$ cat src/rtl/hazard_ctrl.sv
// Pipeline hazard controller: memory-wait freeze, branch flush and load-use stall,
// with a sticky memory-timeout error state and a saturating stall-cycle counter.
module hazard_ctrl #(
  parameter int unsigned MEM_TIMEOUT = 16
) (
  input  logic        clk,
  input  logic        rstn,
  input  logic [4:0]  id_rs1,
  input  logic [4:0]  id_rs2,
  input  logic [1:0]  id_rs_use,
  input  logic [4:0]  ex_rd,
  input  logic        ex_is_load,
  input  logic        ex_br_taken,
  input  logic        mem_req,
  input  logic        mem_ack,
  output logic        pc_wen,
  output logic        if_id_wen,
  output logic        id_ex_wen,
  output logic        ex_mem_wen,
  output logic        mem_wb_wen,
  output logic        if_id_clear,
  output logic        id_ex_clear,
  output logic        ex_mem_clear,
  output logic        mem_wb_clear,
  output logic        mem_busy,
  output logic        err,
  output logic [15:0] stall_cnt
);

  typedef enum logic [1:0] {
    RUN   = 2'd0,
    MWAIT = 2'd1,
    ERR   = 2'd2
  } state_t;

  localparam logic [7:0] WAIT_LAST = 8'(MEM_TIMEOUT - 1);

  state_t     state, state_nxt;
  logic [7:0] wait_cnt, wait_cnt_nxt;
  logic       freeze;
  logic       load_use;

  assign freeze = (state != ERR) && mem_req && !mem_ack;

  assign load_use = ex_is_load && (ex_rd != 5'd0) &&
                    ((id_rs_use[0] && (id_rs1 == ex_rd)) ||
                     (id_rs_use[1] && (id_rs2 == ex_rd)));

  assign mem_busy = (state == MWAIT);
  assign err      = (state == ERR);

  always_ff @(posedge clk) begin
    if (!rstn) begin
      state     <= RUN;
      wait_cnt  <= '0;
      stall_cnt <= '0;
    end else begin
      state    <= state_nxt;
      wait_cnt <= wait_cnt_nxt;
      if (!pc_wen && (stall_cnt != '1))
        stall_cnt <= stall_cnt + 16'd1;
    end
  end

  always_comb begin
    state_nxt    = state;
    wait_cnt_nxt = wait_cnt;
    unique case (state)
      RUN: begin
        if (freeze) begin
          state_nxt    = MWAIT;
          wait_cnt_nxt = '0;
        end
      end
      MWAIT: begin
        if (!freeze)
          state_nxt = RUN;
        else if (wait_cnt == WAIT_LAST)
          state_nxt = ERR;
        else
          wait_cnt_nxt = wait_cnt + 8'd1;
      end
      ERR:     state_nxt = ERR;
      default: state_nxt = RUN;
    endcase
  end

  // Reset forces a full flush; otherwise priority is error > freeze > branch > load-use.
  always_comb begin
    pc_wen       = 1'b1;
    if_id_wen    = 1'b1;
    id_ex_wen    = 1'b1;
    ex_mem_wen   = 1'b1;
    mem_wb_wen   = 1'b1;
    if_id_clear  = 1'b0;
    id_ex_clear  = 1'b0;
    ex_mem_clear = 1'b0;
    mem_wb_clear = 1'b0;
    if (!rstn) begin
      if_id_clear  = 1'b1;
      id_ex_clear  = 1'b1;
      ex_mem_clear = 1'b1;
      mem_wb_clear = 1'b1;
    end else if (state == ERR) begin
      pc_wen     = 1'b0;
      if_id_wen  = 1'b0;
      id_ex_wen  = 1'b0;
      ex_mem_wen = 1'b0;
      mem_wb_wen = 1'b0;
    end else if (freeze) begin
      pc_wen       = 1'b0;
      if_id_wen    = 1'b0;
      id_ex_wen    = 1'b0;
      ex_mem_wen   = 1'b0;
      mem_wb_clear = 1'b1;
    end else if (ex_br_taken) begin
      if_id_clear = 1'b1;
      id_ex_clear = 1'b1;
    end else if (load_use) begin
      pc_wen      = 1'b0;
      if_id_wen   = 1'b0;
      id_ex_clear = 1'b1;
    end
  end

endmodule

$ cat config.mk
export PLATFORM = sky130hd
export DESIGN_NAME = hazard_ctrl
export DESIGN_NICKNAME = d
export VERILOG_FILES = /design/src/rtl/hazard_ctrl.sv
export SDC_FILE = /design/constraint.sdc
export NUM_CORES = 1
export LEC_CHECK = 0
export ABC_AREA = 1
export CAP_MARGIN = 10
export CORE_MARGIN = 3
export CORE_UTILIZATION = 25
export CTS_CLUSTER_SIZE = 20
export DETAILED_ROUTE_END_ITERATION = 8
export DONT_BUFFER_PORTS = 1
export GPL_TIMING_DRIVEN = 0
export SLEW_MARGIN = 10
export SYNTH_ARGS = -nofsm -noshare
export SYNTH_HDL_FRONTEND = slang
export SYNTH_SLANG_ARGS = --single-unit
$ cat constraint.sdc
create_clock -name clk -period 2.1 [get_ports clk]
set_input_delay 0.315 -clock clk [delete_from_list [all_inputs] [get_ports clk]]
set_output_delay 0.315 -clock clk [all_outputs]
set_load 0.02 [all_outputs]
==> impl_metrics.tcl, run 1 <==
set metrics [dict create \
    status "finished clean" \
    cts_root_buf "clkbuf_8" \
    ant_nets 0 \
    antenna_cells 0 \
    coreArea_um2 6570 \
    synth_area_um2 1750 \
    clock_latency_ns 0.27 \
    drt-vias-per-instance 4.46 \
    fmax_mhz 510 \
    relSlewSlack_pct 48.4 \
    finalWorstSetupSlack_ns 0.140 \
    critPathTopFamily "buffers and inverters" \
    gr-total-overflow 0 \
    max-cap-violations 0 \
    dp_hpwl_um 3270 \
    pin_count 50 \
    crit_chain "inv_1, nand2_2, inv_4, o21ai_4, nand2_2, buf_6, clkinvlp_4, buf_6" \
    finalPower_uw 896 \
    dr.pass1.iters 4 \
    ctsHoldBuffers 0 \
    worstMarginPinSlew_ns 0.774 \
    die_x_um 89.6 \
    fp.dieArea_um2 8030 \
    arrival_ns 1.64 \
    portBuffers 0 \
    p_leak_uw 0.000805 \
    cp_slowest_stage_delay_ns 0.33 \
    placementRows 29 \
    fillers 736 \
    grt_max_degree 14 \
    cts_made_buffers 3 \
    finalNonFillerCells 368 \
    syn2layout_area_growth_pct 11.5 \
    fin_util_pct 29.7 \
    wire_per_inst_um 11.3 \
    design_area_um2 1950 \
    synthesis.instances 271 \
    cts_tree "done" \
    path_class "reg -> out" \
    required_ns 1.78 \
    clock_sinks 26 \
    synth.avg_cell_area_um2 6.45 \
    post-route-min-period_ns 1.96 \
    path_buf_inv 5 \
    slowest_stage "dfxtp_2" \
    post_dp_cell_area_um2 1870 \
    yosysSeqAreaShare_pct 29.8 \
    antenna_found_initial 0 \
    clock_skew_ns 0.00445 \
    rsz0062_at_grt "no" \
    setup_viol 0 \
    worstSetupStartpointType "register" \
    clock_path_buffers 2 \
    gp_congestion 0.825 \
    drt_iter0_markers 72 \
    drt-total-wl_um 4170 \
    period_share_pct 93.3 \
    vdd_drop_max_mv 0.222 \
    synth-seq-cells 26 \
    hp-class "in -> reg" \
    path_max_fanout 11 \
    yosys_warnings 0 \
    clk_pin_slew_ns 0.09 \
    drive_gt1_share_pct 14.5 \
    hold_viol 0 \
    dp_worst_setup_slack_ns -0.143 \
    place_inst 364 \
    cp-end-kind "primary output" \
    powerDensity_nw_per_um2 460 \
    grt_use_total_pct 11.3 \
    start_util_pct 26.6 \
    htreeDepth 1 \
    synth_cell_types 25 \
    synth_nets 296 \
    drc 0 \
    grt_pass1_vias 1619 \
    grt_pass1_wl_um 7320 \
    nNetsFinal 302 \
    die_h_um 89.6 \
    finalMaxSlewViolations 0 \
    num_vias 1641 \
]
==> per-stage QoR <==
stage          setup TNS (ns)  hold slack [ns]
2_1_floorplan               0            0.436
3_5_place_dp           -0.143            0.442
5_1_grt                     0            0.149
6_report                    0            0.149
3_3_place_gp           -0.134            0.441
4_1_cts                     0            0.147
==> worst paths after layout <==
path	slack (ns)	startpoint	cells after the start	endpoint
worst max-delay path	0.14	state[0]	8	pc_wen
worst min-delay path	0.15	rstn	2	stall_cnt[0]
worst max register to register	0.20	stall_cnt[1]	10	stall_cnt[8]
worst min register to register	0.48	wait_cnt[1]	2	wait_cnt[1]
==> placed cells by master, fill, tap and decap left out, drive strengths merged <==
master / n
nand3: 27
nand2: 77
nor2: 33
and3: 2
o21ai: 3
dfxtp: 26
clkbuf: 5
inv: 34
nand4: 5
a21oi: 26
xnor2: 5
ha: 2
nor3: 11
buf: 7
xor2: 11
clkinvlp: 1
==> power breakdown <==
part           internal [µW]  total (µW)  switching, µW
Combinational           34.4         114           79.3
Sequential               496         502           5.82
Clock                    128         281            153
Total                    659         896            238
==> flip-flops by register name, indices dropped and copies added (netlist names) <==
| register | cells |
|---|---|
| state | 2 |
| wait_cnt | 8 |
| stall_cnt | 16 |
==> cells by family (layout without fill, tap and decap cells) <==
group / after synthesis / after routing / share of synthesized area, %
adders and majority gates: 2 / 2 / 1.43
buffers and inverters: 43 / 47 / 10.6
DFF: 26 / 26 / 29.8
xor gates and xnor gates: 16 / 16 / 8.02
AOI/OAI and AO/OA: 29 / 29 / 10.5
and+or+nand+nor: 155 / 155 / 39.7
==> repair_timing <==
| item | CTS | global route |
|---|---|---|
| endpoints found under the setup margin | 3 | 12 |
| pin swaps | 2 | 0 |
| cloned | 0 | 0 |
| resized for setup | 9 | 3 |
| setup buffers | 2 | 0 |
==> per-layer routing <==
layer	track usage, %	up-vias	part of all wire (%)
li1	-	865	-
met1	14.6	736	44
met2	19.2	38	49
met3	3.47	2	6.6
met4	1.22	0	0.19
met5	0	-	0
==> synth_stat cells <==
| master | n | share of area, % |
|---|---|---|
| a21oi_1 | 16 | 4.6 |
| a21oi_2 | 10 | 5.0 |
| and3_1 | 2 | 0.72 |
| buf_2 | 1 | 0.29 |
| buf_4 | 4 | 1.7 |
| buf_6 | 1 | 0.64 |
| clkbuf_1 | 2 | 0.43 |
| dfxtp_1 | 26 | 30 |
| ha_1 | 2 | 1.4 |
| inv_1 | 31 | 6.7 |
| inv_2 | 4 | 0.86 |
| nand2_1 | 72 | 15 |
| nand2_2 | 3 | 1.1 |
| nand2_4 | 2 | 1.3 |
| nand3_1 | 27 | 7.7 |
| nand4_1 | 5 | 1.8 |
| nor2_1 | 32 | 6.9 |
| nor2_4 | 1 | 0.64 |
| nor3_1 | 9 | 2.6 |
| nor3_2 | 1 | 0.57 |
| nor3_4 | 1 | 0.93 |
| o21ai_0 | 2 | 0.57 |
| o21ai_1 | 1 | 0.29 |
| xnor2_1 | 5 | 2.5 |
| xor2_1 | 11 | 5.5 |
==> layout make-up <==
| cell class | instances | area, µm² | share of cell area, % |
|---|---|---|---|
| flip-flops and latches | 26 | 527 | 27.0 |
| multi-input cells | 202 | 1060 | 54.3 |
| well taps | 93 | 116 | 5.97 |
| repair buffers | 2 | 15.0 | 0.771 |
| inverters | 35 | 138 | 7.06 |
| clock buffers | 3 | 41.3 | 2.12 |
| plain buffers | 7 | 53.8 | 2.76 |
No activity file was read; power rests on OpenSTA's default activity.
==> run 2: changes to the inputs <==
--- a/config.mk
+++ b/config.mk
@@ -7,12 +7,15 @@
 export LEC_CHECK = 0
 export ABC_AREA = 1
 export CAP_MARGIN = 10
+export CELL_PAD_IN_SITES_DETAIL_PLACEMENT = 0
+export CELL_PAD_IN_SITES_GLOBAL_PLACEMENT = 1
 export CORE_MARGIN = 3
 export CORE_UTILIZATION = 25
 export CTS_CLUSTER_SIZE = 20
 export DETAILED_ROUTE_END_ITERATION = 8
 export DONT_BUFFER_PORTS = 1
 export GPL_TIMING_DRIVEN = 0
+export PLACE_DENSITY_LB_ADDON = 0.1
 export SLEW_MARGIN = 10
 export SYNTH_ARGS = -nofsm -noshare
 export SYNTH_HDL_FRONTEND = slang
==> run 2 against run 1 <==
Compared with the run above: register-to-register slack about the same; clock power up 17%; combinational power grew 4%; worst hold slack better by 0.0050 ns; sequential power is essentially flat; core utilization up 0.50 points; clock-buffer cell count grew 1; total power increased by 5.9%; flip-flop and latch count unchanged; via count shrank 0.79%; fmax decreased by 0.53%; final cell count is 0.82% higher; critical path type unchanged; largest cell class unchanged; largest power group unchanged; highest routed layer unchanged.
==> impl_metrics.tcl, run 2 (synthesis gave the netlist of run 1 again) <==
set metrics [dict create \
    status "finished clean" \
    dp_hpwl_um 3620 \
    fmax_mhz 508 \
    cp_slowest_stage_delay_ns 0.34 \
    p_leak_uw 0.000823 \
    finalWorstSetupSlack_ns 0.130 \
    clock_latency_ns 0.27 \
    clk_pin_slew_ns 0.09 \
    hold_viol 0 \
    powerDensity_nw_per_um2 480 \
    antenna_cells 0 \
    final_common_cell "nand2_1" \
    syn2layout_area_growth_pct 13.4 \
    portBuffers 0 \
    r2r_slack_ns 0.20 \
    grt_max_degree 15 \
    drc 0 \
    max-cap-violations 0 \
    fin_util_pct 30.2 \
    dp_worst_setup_slack_ns -0.120 \
    gr-total-overflow 0 \
    path_class "reg -> out" \
    ant_nets 0 \
    post-route-min-period_ns 1.97 \
    holdCritStartpoint "rstn" \
    gp_congestion 0.699 \
    pin_count 50 \
    antenna_found_initial 0 \
    drive_gt1_share_pct 16.5 \
    final_cell_mix "nand2_1 (70), nor2_1 (32), inv_1 (29)" \
    largest_reg_flops 16 \
    drt-total-wl_um 4590 \
    top_register "stall_cnt" \
    drt-vias-per-instance 4.39 \
    placementRows 29 \
    start_util_pct 26.6 \
    place_inst 364 \
    crit_chain "inv_1, nand2_2, inv_4, o21ai_4, nand2_2, buf_6, buf_6, inv_4, buf_4" \
    clock_path_buffers 2 \
    r2r_start "stall_cnt[1]" \
    coreArea_um2 6570 \
    worstSetupStartpointType "register" \
    finalNonFillerCells 371 \
    relSlewSlack_pct 47.2 \
    path_max_fanout 10 \
    arrival_ns 1.66 \
    setup_viol 0 \
    die_x_um 89.6 \
    grt_pass1_vias 1661 \
    fp.dieArea_um2 8030 \
    drt_iter0_markers 51 \
    reg_top3 "stall_cnt: 16 flops, wait_cnt: 8 flops, state: 2 flops" \
    clock_sinks 26 \
    cts_tree "done" \
    required_ns 1.78 \
    cts_root_buf "clkbuf_8" \
    hp-class "in -> reg" \
    r2r_cells 9 \
    period_share_pct 93.8 \
    die_h_um 89.6 \
    whs_endpoint "stall_cnt[0]" \
    grt_pass1_wl_um 7600 \
    vdd_drop_max_mv 0.267 \
    holdPathStages 2 \
    slowest_stage "dfxtp_2" \
    rsz0062_at_grt "no" \
    r2r-end "stall_cnt[0]" \
    cts_made_buffers 3 \
    grt_use_total_pct 12.1 \
    cp-end-kind "primary output" \
    worstMarginPinSlew_ns 0.793 \
    nNetsFinal 304 \
    num_vias 1628 \
    htreeDepth 1 \
    wire_per_inst_um 12.4 \
    finalMaxSlewViolations 0 \
    dr.pass1.iters 4 \
    clock_skew_ns 0.00281 \
]
[run 2: cell type report]
class                   count  area, µm²
fillers                   746       4590
multi-input cells         202       1060
flip-flops and latches     26        529
inverters                  35        136
well taps                  93        116
plain buffers               8       61.3
clock buffers               4       55.1
repair buffers              3       22.5
[run 2: worst max-delay path: cells and delay by family (launching register included)]
kind	cells	cell delay [ns]
simple gates	2	0.19
flops	1	0.34
buf+inv	6	0.61
compound gates	1	0.25
[run 2: what timing repair did]
action / in CTS / in global routing
hold buffers: 0 / 0
pin swaps: 2 / 2
setup endpoints to repair: 14 / 12
resized for setup: 9 / 7
setup buffers: 1 / 2
[run 2: worst max path at each step]
stage                  from           end  slack, ns
5_1_grt        stall_cnt[5]  stall_cnt[4]      0.002
2_1_floorplan      state[0]        pc_wen       0.08
6_report           state[0]        pc_wen       0.13
3_5_place_dp       state[0]        pc_wen      -0.12
4_1_cts            state[0]        pc_wen      0.005
3_3_place_gp       state[0]        pc_wen      -0.12
[run 2: per-layer routing]
metal	track usage [%]	up-vias	wire length [µm]
met1	15.0	717	2170
met4	2.03	0	23
li1	-	870	-
met3	3.56	2	289
met5	0	-	0
met2	21.0	39	2100
[run 2: where the power goes]
| group | switching [µW] | leakage, µW | total, µW | internal (µW) |
|---|---|---|---|---|
| Clock | 162 | 0.0000288 | 329 | 168 |
| Sequential | 6.10 | 0.000212 | 502 | 496 |
| Combinational | 81.2 | 0.000581 | 118 | 37.2 |
[run 2: per-stage QoR]
| stage | TNS, ns | cell area (µm²) | hold WS (ns) | total power (µW) |
|---|---|---|---|---|
| 5_1_grt | 0 | 1980 | 0.150 | 1010 |
| 4_1_cts | 0 | 1950 | 0.137 | 973 |
| 3_3_place_gp | -0.491 | 1870 | 0.445 | 627 |
| 6_report | 0 | 1980 | 0.154 | 950 |
| 3_5_place_dp | -0.180 | 1870 | 0.447 | 626 |
| 2_1_floorplan | 0 | 1750 | 0.436 | 602 |
==> run 3: changes to the inputs <==
--- a/config.mk
+++ b/config.mk
@@ -5,7 +5,6 @@
 export SDC_FILE = /design/constraint.sdc
 export NUM_CORES = 1
 export LEC_CHECK = 0
-export ABC_AREA = 1
 export CAP_MARGIN = 10
 export CELL_PAD_IN_SITES_DETAIL_PLACEMENT = 0
 export CELL_PAD_IN_SITES_GLOBAL_PLACEMENT = 1
==> run 3 against run 2 <==
Compared with the run above: register-to-register slack lost 0.12 ns; worst hold slack better by 0.15 ns; highest routed layer unchanged; sequential power about the same; combinational power shrank 12%; sequential share of layout area rose by 3.7 points; synthesized cell count fell by 36%; global-route usage is 0.31 points lower; first-iteration DRC count increased by 22%; total power rose by 8.3%; die area decreased by 14%; non-clock buffer count rose by 4; clock-buffer cell count down 1.
==> impl_metrics.tcl, run 3 <==
set metrics [dict create \
    grt_use_total_pct 11.8 \
    synth_nets 199 \
    synth_area_leaders "dfxtp_1 (35%), xnor2_1 (6.5%), a21oi_1 (4.0%)" \
    gr-total-overflow 0 \
    grtUsageMet2_pct 19.2 \
    globalRouteMet3Util_pct 3.67 \
    htreeDepth 1 \
    die_h_um 83.2 \
    critPathTopFamily "compound AO/OA/AOI/OAI gates" \
    path_buf_inv 2 \
    yosys_warnings 0 \
    die_x_um 83.2 \
    clock_sinks 26 \
    design_area_um2 1800 \
    cp_slowest_stage_delay_ns 0.53 \
    dr.pass1.iters 4 \
    worst-path-stages 5 \
    nNetsFinal 212 \
    post-route-min-period_ns 2.02 \
    ant_nets 0 \
    largest_reg_flops 16 \
    synth_edf_count 0 \
    drt-vias-per-instance 5.16 \
    finalMaxSlewViolations 0 \
    setup_tns_ns 0 \
    required_ns 1.78 \
    pin_count 50 \
    hp-class "in -> reg" \
    finalPower_uw 1030 \
    gp_congestion 0.733 \
    synth_cell_types 43 \
    hold_viol 0 \
    status "finished clean" \
    cts_root_buf "clkbuf_8" \
    yosysSeqAreaShare_pct 35.0 \
    portBuffers 0 \
    place_inst 246 \
    final_common_cell "nand2_1" \
    wire_per_inst_um 15.8 \
    fmax_mhz 495 \
    syn2layout_area_growth_pct 20.6 \
    top_register "stall_cnt" \
    yosysMostFrequentCell "dfxtp_1" \
    slowest_stage "or4_4" \
    post_dp_cell_area_um2 1580 \
    grt_pass1_wl_um 6810 \
    rsz0062_at_grt "yes" \
    setup_viol 0 \
    synth-seq-cells 26 \
    grt_max_degree 16 \
    clock_latency_ns 0.27 \
    period_share_pct 96.1 \
    antenna_found_initial 0 \
    dp_worst_setup_slack_ns -0.353 \
    placementRows 27 \
    path_max_fanout 3 \
    busiest_layer "met2" \
    drt-total-wl_um 4070 \
    multiInputGateArea_um2 956 \
    p_leak_uw 0.000591 \
    finalNonFillerCells 258 \
    dp_hpwl_um 2980 \
    use_met1_pct 15.3 \
    coreArea_um2 5640 \
    synth_area_um2 1490 \
    powerDensity_nw_per_um2 573 \
    relSlewSlack_pct 54.8 \
    clock_skew_ns 0.00508 \
    cts_made_buffers 3 \
    async_flop_share_pct 0 \
    final_cell_mix "nand2_1 (14), nor2_1 (13), dfxtp_2 (12)" \
    cp-end-kind "primary output" \
    finalWorstSetupSlack_ns 0.0815 \
    start_util_pct 26.4 \
    crit_chain "or4_4, o211ai_2, inv_1, a21oi_2, buf_4" \
    vdd_drop_max_mv 0.338 \
    cts_tree "done" \
    path_class "in -> out" \
    fp.dieArea_um2 6920 \
    drt_iter0_markers 62 \
    arrival_ns 1.70 \
    max-cap-violations 0 \
    synthesis.instances 174 \
    synth_commonest_cells "dfxtp_1 (26), nand2_1 (15), nor2_1 (14)" \
    drive_gt1_share_pct 25.3 \
    holdPathStages 2 \
    worstSetupStartpointType "input port" \
    clk_pin_slew_ns 0.09 \
    synth_top_area_share_pct 35.0 \
    clock_path_buffers 2 \
    area.sequential_um2 547 \
    worstMarginPinSlew_ns 0.671 \
    grt_pass1_vias 1289 \
    r2r_cells 9 \
    drc 0 \
    synthFlopType "dfxtp_1" \
    synth.avg_cell_area_um2 8.56 \
    fillers 594 \
    num_vias 1332 \
    reg_top3 "stall_cnt: 16 flops, wait_cnt: 8 flops, state: 2 flops" \
    yosysTopAreaCell "dfxtp_1" \
    antenna_cells 0 \
]
==> run 3: cell types whose count changed in the layout (fill, tap and decap cells not counted), sizes merged, moves of 5 or more <==
cell,before,now
nand2,77,15
inv,35,5
nor2,33,15
nand3,27,10
a21oi,26,15
nor3,11,2
xnor2,5,11
or3,0,5
xor2,11,6
==> run 3: cell type report <==
| class | instances | share of cell area [%] |
|---|---|---|
| Multi-Input combinational cell | 136 | 53.2 |
| Clock buffer | 3 | 2.30 |
| Clock inverter | 1 | 1.67 |
| Inverter | 5 | 1.05 |
| Sequential cell | 26 | 30.5 |
| Tap cell | 72 | 5.02 |
| Timing Repair Buffer | 10 | 4.81 |
| Buffer | 5 | 1.46 |
==> run 3: logic make-up after synthesis <==
family	synth area share [%]
muxes	2.02
xor gates and xnor gates	10.0
AOI/OAI and AO/OA	18.9
DFF	35.0
adders and majority gates	1.68
buffers and inverters	4.54
and+or+nand+nor	27.9
==> run 3: power breakdown <==
group	total [µW]	internal (µW)	leakage [µW]	switching, µW
clock network	423	255	0.0000357	168
registers	501	494	0.000218	7.51
logic	104	40.7	0.000337	63.2
==> run 3: worst reg2reg max path: cells and delay by family, from the launching register on <==
kind / cells / cell delay (ns)
compound gates: 3 / 0.39
fa+ha+maj: 1 / 0.19
simple gates: 3 / 0.63
buf+inv: 2 / 0.34
flops: 1 / 0.40
==> run 3: final timing paths <==
check	from	slack, ns	end
worst max-delay path	ex_rd[1]	0.08	pc_wen
worst min-delay path	rstn	0.31	stall_cnt[13]
worst max register to register	stall_cnt[0]	0.08	stall_cnt[11]
worst min register to register	wait_cnt[7]	0.53	wait_cnt[7]
==> run 3: repair_timing <==
item / in CTS / in global routing
buffers inserted: 5 / 5
hold buffers: 0 / 0
endpoints found under the setup margin: 16 / 15
pin swaps: 3 / 5
gates resized for setup: 17 / 14
==> run 3: layer usage <==
| layer | share of wire [%] | up-vias |
|---|---|---|
| met5 | 0 | - |
| met4 | 0.34 | 0 |
| met3 | 6.8 | 2 |
| met2 | 47 | 36 |
| met1 | 46 | 623 |
| li1 | - | 671 |
==> run 3: through the flow <==
step	hold WS, ns	utilization [%]
floorplan	0.480	-
global placement	0.502	28.0
detailed placement	0.504	28.0
CTS	0.314	30.7
global route	0.319	31.8
finish	0.305	31.8
==> RTL edit 1, RTL diff (settings of run 2) <==
The 3 states of `state_t` get a one-hot encoding in 3 bits.
--- a/src/rtl/hazard_ctrl.sv
+++ b/src/rtl/hazard_ctrl.sv
@@ -29,6 +29,6 @@
 
-  typedef enum logic [1:0] {
-    RUN   = 2'd0,
-    MWAIT = 2'd1,
-    ERR   = 2'd2
+  typedef enum logic [2:0] {
+    RUN   = 3'b001,
+    MWAIT = 3'b010,
+    ERR   = 3'b100
   } state_t;
Check against the original RTL: no difference found for any inputs over 10 cycles, from zero or initial values and one cycle with rstn low; not proved beyond that.
==> RTL edit 1 against run 2 <==
- wire length up 3.3%
- worst setup slack got worse by 28 ps
- synthesized area down 0.50%
- sequential share of layout area up 1.2 points
- critical path depth fell by 4
- sequential cell count rose by 1
- final area increased by 0.63%
- power down 0.51%
- hold slack improved by 180 ps
- via count grew 3.7%
- sequential power is 4.2% higher
- largest cell class unchanged
- largest power group unchanged
==> RTL edit 1: results (changes against run 2) <==
status: "finished, final reports clean"
reg2reg_from: "stall_cnt[0]$_SDFFE_PN0P_"
drt-initial-drc-count: 50  # -2.0%
num_antenna_cells: 0  # unchanged
placed_cells: 356  # -2.2%
grt_pass1_vias: 1590  # -4.3%
critical_path.max_fanout: 6  # -4
met1_usage_pct: 16.9  # +1.9 points
place.gp.congestion: 0.730  # +4.5%
path_clk_slew_ps: 110  # +20 ps
grt_max_degree: 15  # unchanged
use_met3_pct: 3.50  # -0.056 points
ys_seq_area_share_pct: 31.1  # +1.3 points
drive_gt1_share_pct: 11.8  # -4.8 points
synth.distinct_cells: 26  # +4.0%
netlist_top_cells_area: "dfxtp_1, nand2_1, nand3_1"
met2_usage_pct: 17.7  # -3.3 points
wirelength_um: 4740  # +3.3%
layout.nets: 315  # +3.6%
fin_hold_ws_ps: 329  # +176 ps
synth.top_cells.by_count: "nand2_1, inv_1, nor2_1"
synthesis.nets: 304  # +2.7%
dp_hpwl_um: 3600  # -0.63%
p_leak_nw: 0.819  # -0.43%
fillers: 741  # -0.67%
top_regs: "stall_cnt (16), wait_cnt (8), state (3)"
grt_pass1_wl_um: 7560  # -0.54%
wl_per_cell_um: 12.9  # +4.7%
r2r_slack_ps: 160  # -40 ps
clock_skew_ps: 15.5  # +12.7 ps
routed_via_density: 4.61  # +5.1%
pre_cts_ws_ps: -305  # -185 ps
-- RTL edit 1: changes by cell type after synthesis, moves of 3 or more --
cell | run 2 | this run
nand2_1 | 72 | 82
a21oi_2 | 10 | 0
inv_1 | 31 | 36
a21oi_1 | 16 | 23
o21ai_0 | 2 | 5
inv_2 | 4 | 0
-- RTL edit 1: critical path, stage by stage, from the launching register on --
cell	delay, ps
dfxtp_2	340
nor3_4	420
o21ai_4	170
nand2_4	140
clkinvlp_4	160
buf_6	170
-- RTL edit 1: metrics by stage --
step / cell area [µm²] / total power [mW]
final: 1990 / 0.945
after global routing: 1990 / 0.987
after CTS: 1950 / 0.957
after detailed placement: 1840 / 0.636
after global placement: 1840 / 0.637
after floorplan: 1740 / 0.614
-- RTL edit 1: cell type report --
class	count	area [µm²]	area share [%]
Tap cell	77	96.3	4.83
Buffer	7	47.5	2.39
Multi-Input combinational cell	208	1060	53.0
Clock buffer	4	45.0	2.26
Inverter	36	139	6.97
Timing Repair Buffer	7	52.6	2.64
Sequential cell	27	556	27.9
-- RTL edit 1: how the worst max path moves through the flow --
stage | from | to | slack, ps
6_report | state[0]$_SDFFE_PN1P_ | pc_wen | 100
2_1_floorplan | state[1]$_SDFFE_PN0P_ | pc_wen | 70
4_1_cts | state[2]$_SDFFE_PN0P_ | pc_wen | -50
5_1_grt | stall_cnt[0]$_SDFFE_PN0P_ | stall_cnt[6]$_SDFFE_PN0P_ | -9
3_3_place_gp | state[1]$_SDFFE_PN0P_ | pc_wen | -310
3_5_place_dp | state[1]$_SDFFE_PN0P_ | pc_wen | -310
-- RTL edit 1: report_power, final --
part,total [mW],switching [mW],leakage [nW],internal (mW)
Combinational,0.108,0.0746,0.575,0.0337
Sequential,0.523,0.00746,0.222,0.515
Clock,0.314,0.178,0.0228,0.136
-- RTL edit 1: timing repair --
| action | in CTS | in global routing |
|---|---|---|
| pin swaps | 3 | 5 |
| resized for setup | 15 | 8 |
| endpoints found under the setup margin | 20 | 17 |
| setup buffers | 2 | 5 |
-- RTL edit 1: routing by layer --
| metal | up-vias | wire, µm |
|---|---|---|
| li1 | 905 | - |
| met1 | 737 | 2460 |
| met2 | 44 | 1870 |
| met3 | 2 | 373 |
| met4 | 0 | 31 |
| met5 | - | 0 |
-- RTL edit 1: kinds of logic (layout without fill, tap and decap cells) --
family	count (synthesis)	in the layout	share of synthesized area (%)
simple gates	160	160	39.7
fa+ha+maj	2	2	1.44
flops	27	27	31.1
xor+xnor	15	15	7.56
compound gates	31	31	9.65
buf+inv	44	54	10.6
==> RTL edit 2, RTL diff (settings of run 2) <==
Made on the original files. The parameter `MEM_TIMEOUT` goes from 16 to 12.
--- a/src/rtl/hazard_ctrl.sv
+++ b/src/rtl/hazard_ctrl.sv
@@ -3,3 +3,3 @@
 module hazard_ctrl #(
-  parameter int unsigned MEM_TIMEOUT = 16
+  parameter int unsigned MEM_TIMEOUT = 12
 ) (
Formal check against the unedited RTL: no difference found for any inputs over 10 cycles, from zero or initial values and one cycle with rstn low; that may be too few to reach the edited logic, so the function may still have changed.
==> RTL edit 2 against run 2 <==
- synthesized area rose by 1.1%
- clock power up 4%
- final area rose by 1.5%
- global-route usage down 0.21 points
- sequential cell count stayed put
- via count is 0.55% higher
- wire length up 2.0%
- power up 1.7%
- non-clock buffer count down 1
- worst setup slack worse by 8.8 ps
- cell count up 0.54%
- critical path type unchanged
- largest cell class unchanged
- highest routed layer unchanged
==> RTL edit 2: results (changes against run 2) <==
ys_seq_area_share_pct: 29.5  # -0.32 points
finish.utilization_pct: 30.4  # +0.29 points
buf_share_pct: 3.98  # -0.25 points
grt_pass1_wl_um: 7990  # +5.2%
pre_cts_ws_ps: -182  # -61.6 ps
netlist_top_cells_area: "dfxtp_1, nand2_1, nand3_1"
clock_power_share_pct: 35.5  # +0.8 points
avgSynthCellArea_um2: 6.44  # about the same
nNonClkInverters: 30  # -14%
multi_input_gates: 210  # +4.0%
place_area_mm2: 0.00188  # +0.80%
layout.nets: 306  # +0.66%
place.gp.congestion: 0.735  # +5.1%
tightest_slew_ps: 754  # -39.0 ps
synth.distinct_cells: 29  # +16%
synthesis.nets: 299  # +1.0%
seq_power_share_pct: 52.0  # -0.9 points
switchingPower_mw: 0.264  # +6.1%
synth.top_cells.by_count: "nand2_1, nor2_1, nand3_1"
status: "finished, final reports clean"
wirelength_um: 4680  # +2.0%
synth.cell_area_mm2: 0.00177  # +1.1%
drt-initial-drc-count: 52  # +2.0%
grt_usage_pct: 11.9  # -0.21 points
vias: 1637  # +0.55%
clock_skew_ps: 5.72  # +2.90 ps
multi_input_area_share_pct: 55.1  # +1.6 points
drive_gt1_share_pct: 17.9  # +1.3 points
fillers: 759  # +1.7%
buffers: 10  # -1
regArea_um2: 534  # +0.95%
p_leak_nw: 0.787  # -4.3%
power.density_mw_per_mm2: 480  # +0.14%
clk_share_pct: 2.74  # -0.042 points
final_cell_count_no_fill: 373  # +0.54%
==> RTL edit 2: changes by cell type after synthesis, moves of 3 or more <==
cell	run 2	this run
inv_1	31	24
nand2_1	72	76
nand3_1	27	31
nand3b_1	0	3
nor2_2	0	3
nor3_1	9	4
==> RTL edit 2: worst max-delay path, delay by kind of cell, from the launching register on <==
kind                   cells  cell delay, ps
AOI/OAI and AO/OA          1             150
buffers and inverters      4             530
DFF                        1             360
and+or+nand+nor            2             340
==> RTL edit 2: final timing paths <==
kind | endpoint | slack (ps) | from | depth (start not counted)
hold reg to reg | wait_cnt[1]$_SDFFE_PN0P_ | 500 | wait_cnt[1]$_SDFFE_PN0P_ | 2
setup reg to reg | stall_cnt[2]$_SDFFE_PN0P_ | 230 | stall_cnt[0]$_SDFFE_PN0P_ | 9
hold / removal | stall_cnt[0]$_SDFFE_PN0P_ | 140 | rstn | 2
setup / recovery | pc_wen | 120 | state[1]$_SDFFE_PN0P_ | 7
==> RTL edit 2: cells by family (layout without fill, tap and decap cells) <==
logic type	count (synthesis)	after routing	synth area share, %
AOI/OAI and AO/OA	30	30	10.9
adders and majority gates	2	2	1.42
DFF	26	26	29.5
and+or+nand+nor	163	163	41.3
xor gates and xnor gates	15	15	7.44
buffers and inverters	38	44	9.43
==> RTL edit 2: metal layers <==
| metal | routed length (µm) | global-route usage [%] | up-vias |
|---|---|---|---|
| li1 | - | - | 886 |
| met1 | 2250 | 15.9 | 711 |
| met2 | 2120 | 19.2 | 36 |
| met3 | 269 | 2.92 | 4 |
| met4 | 40 | 3.06 | 0 |
| met5 | 0 | 0 | - |
==> RTL edit 2: timing repair <==
item,4_1_cts,5_1_grt
pin swaps,3,4
buffers inserted,1,2
endpoints found under the hold margin,0,0
endpoints found under the setup margin,18,21
resized for setup,12,10
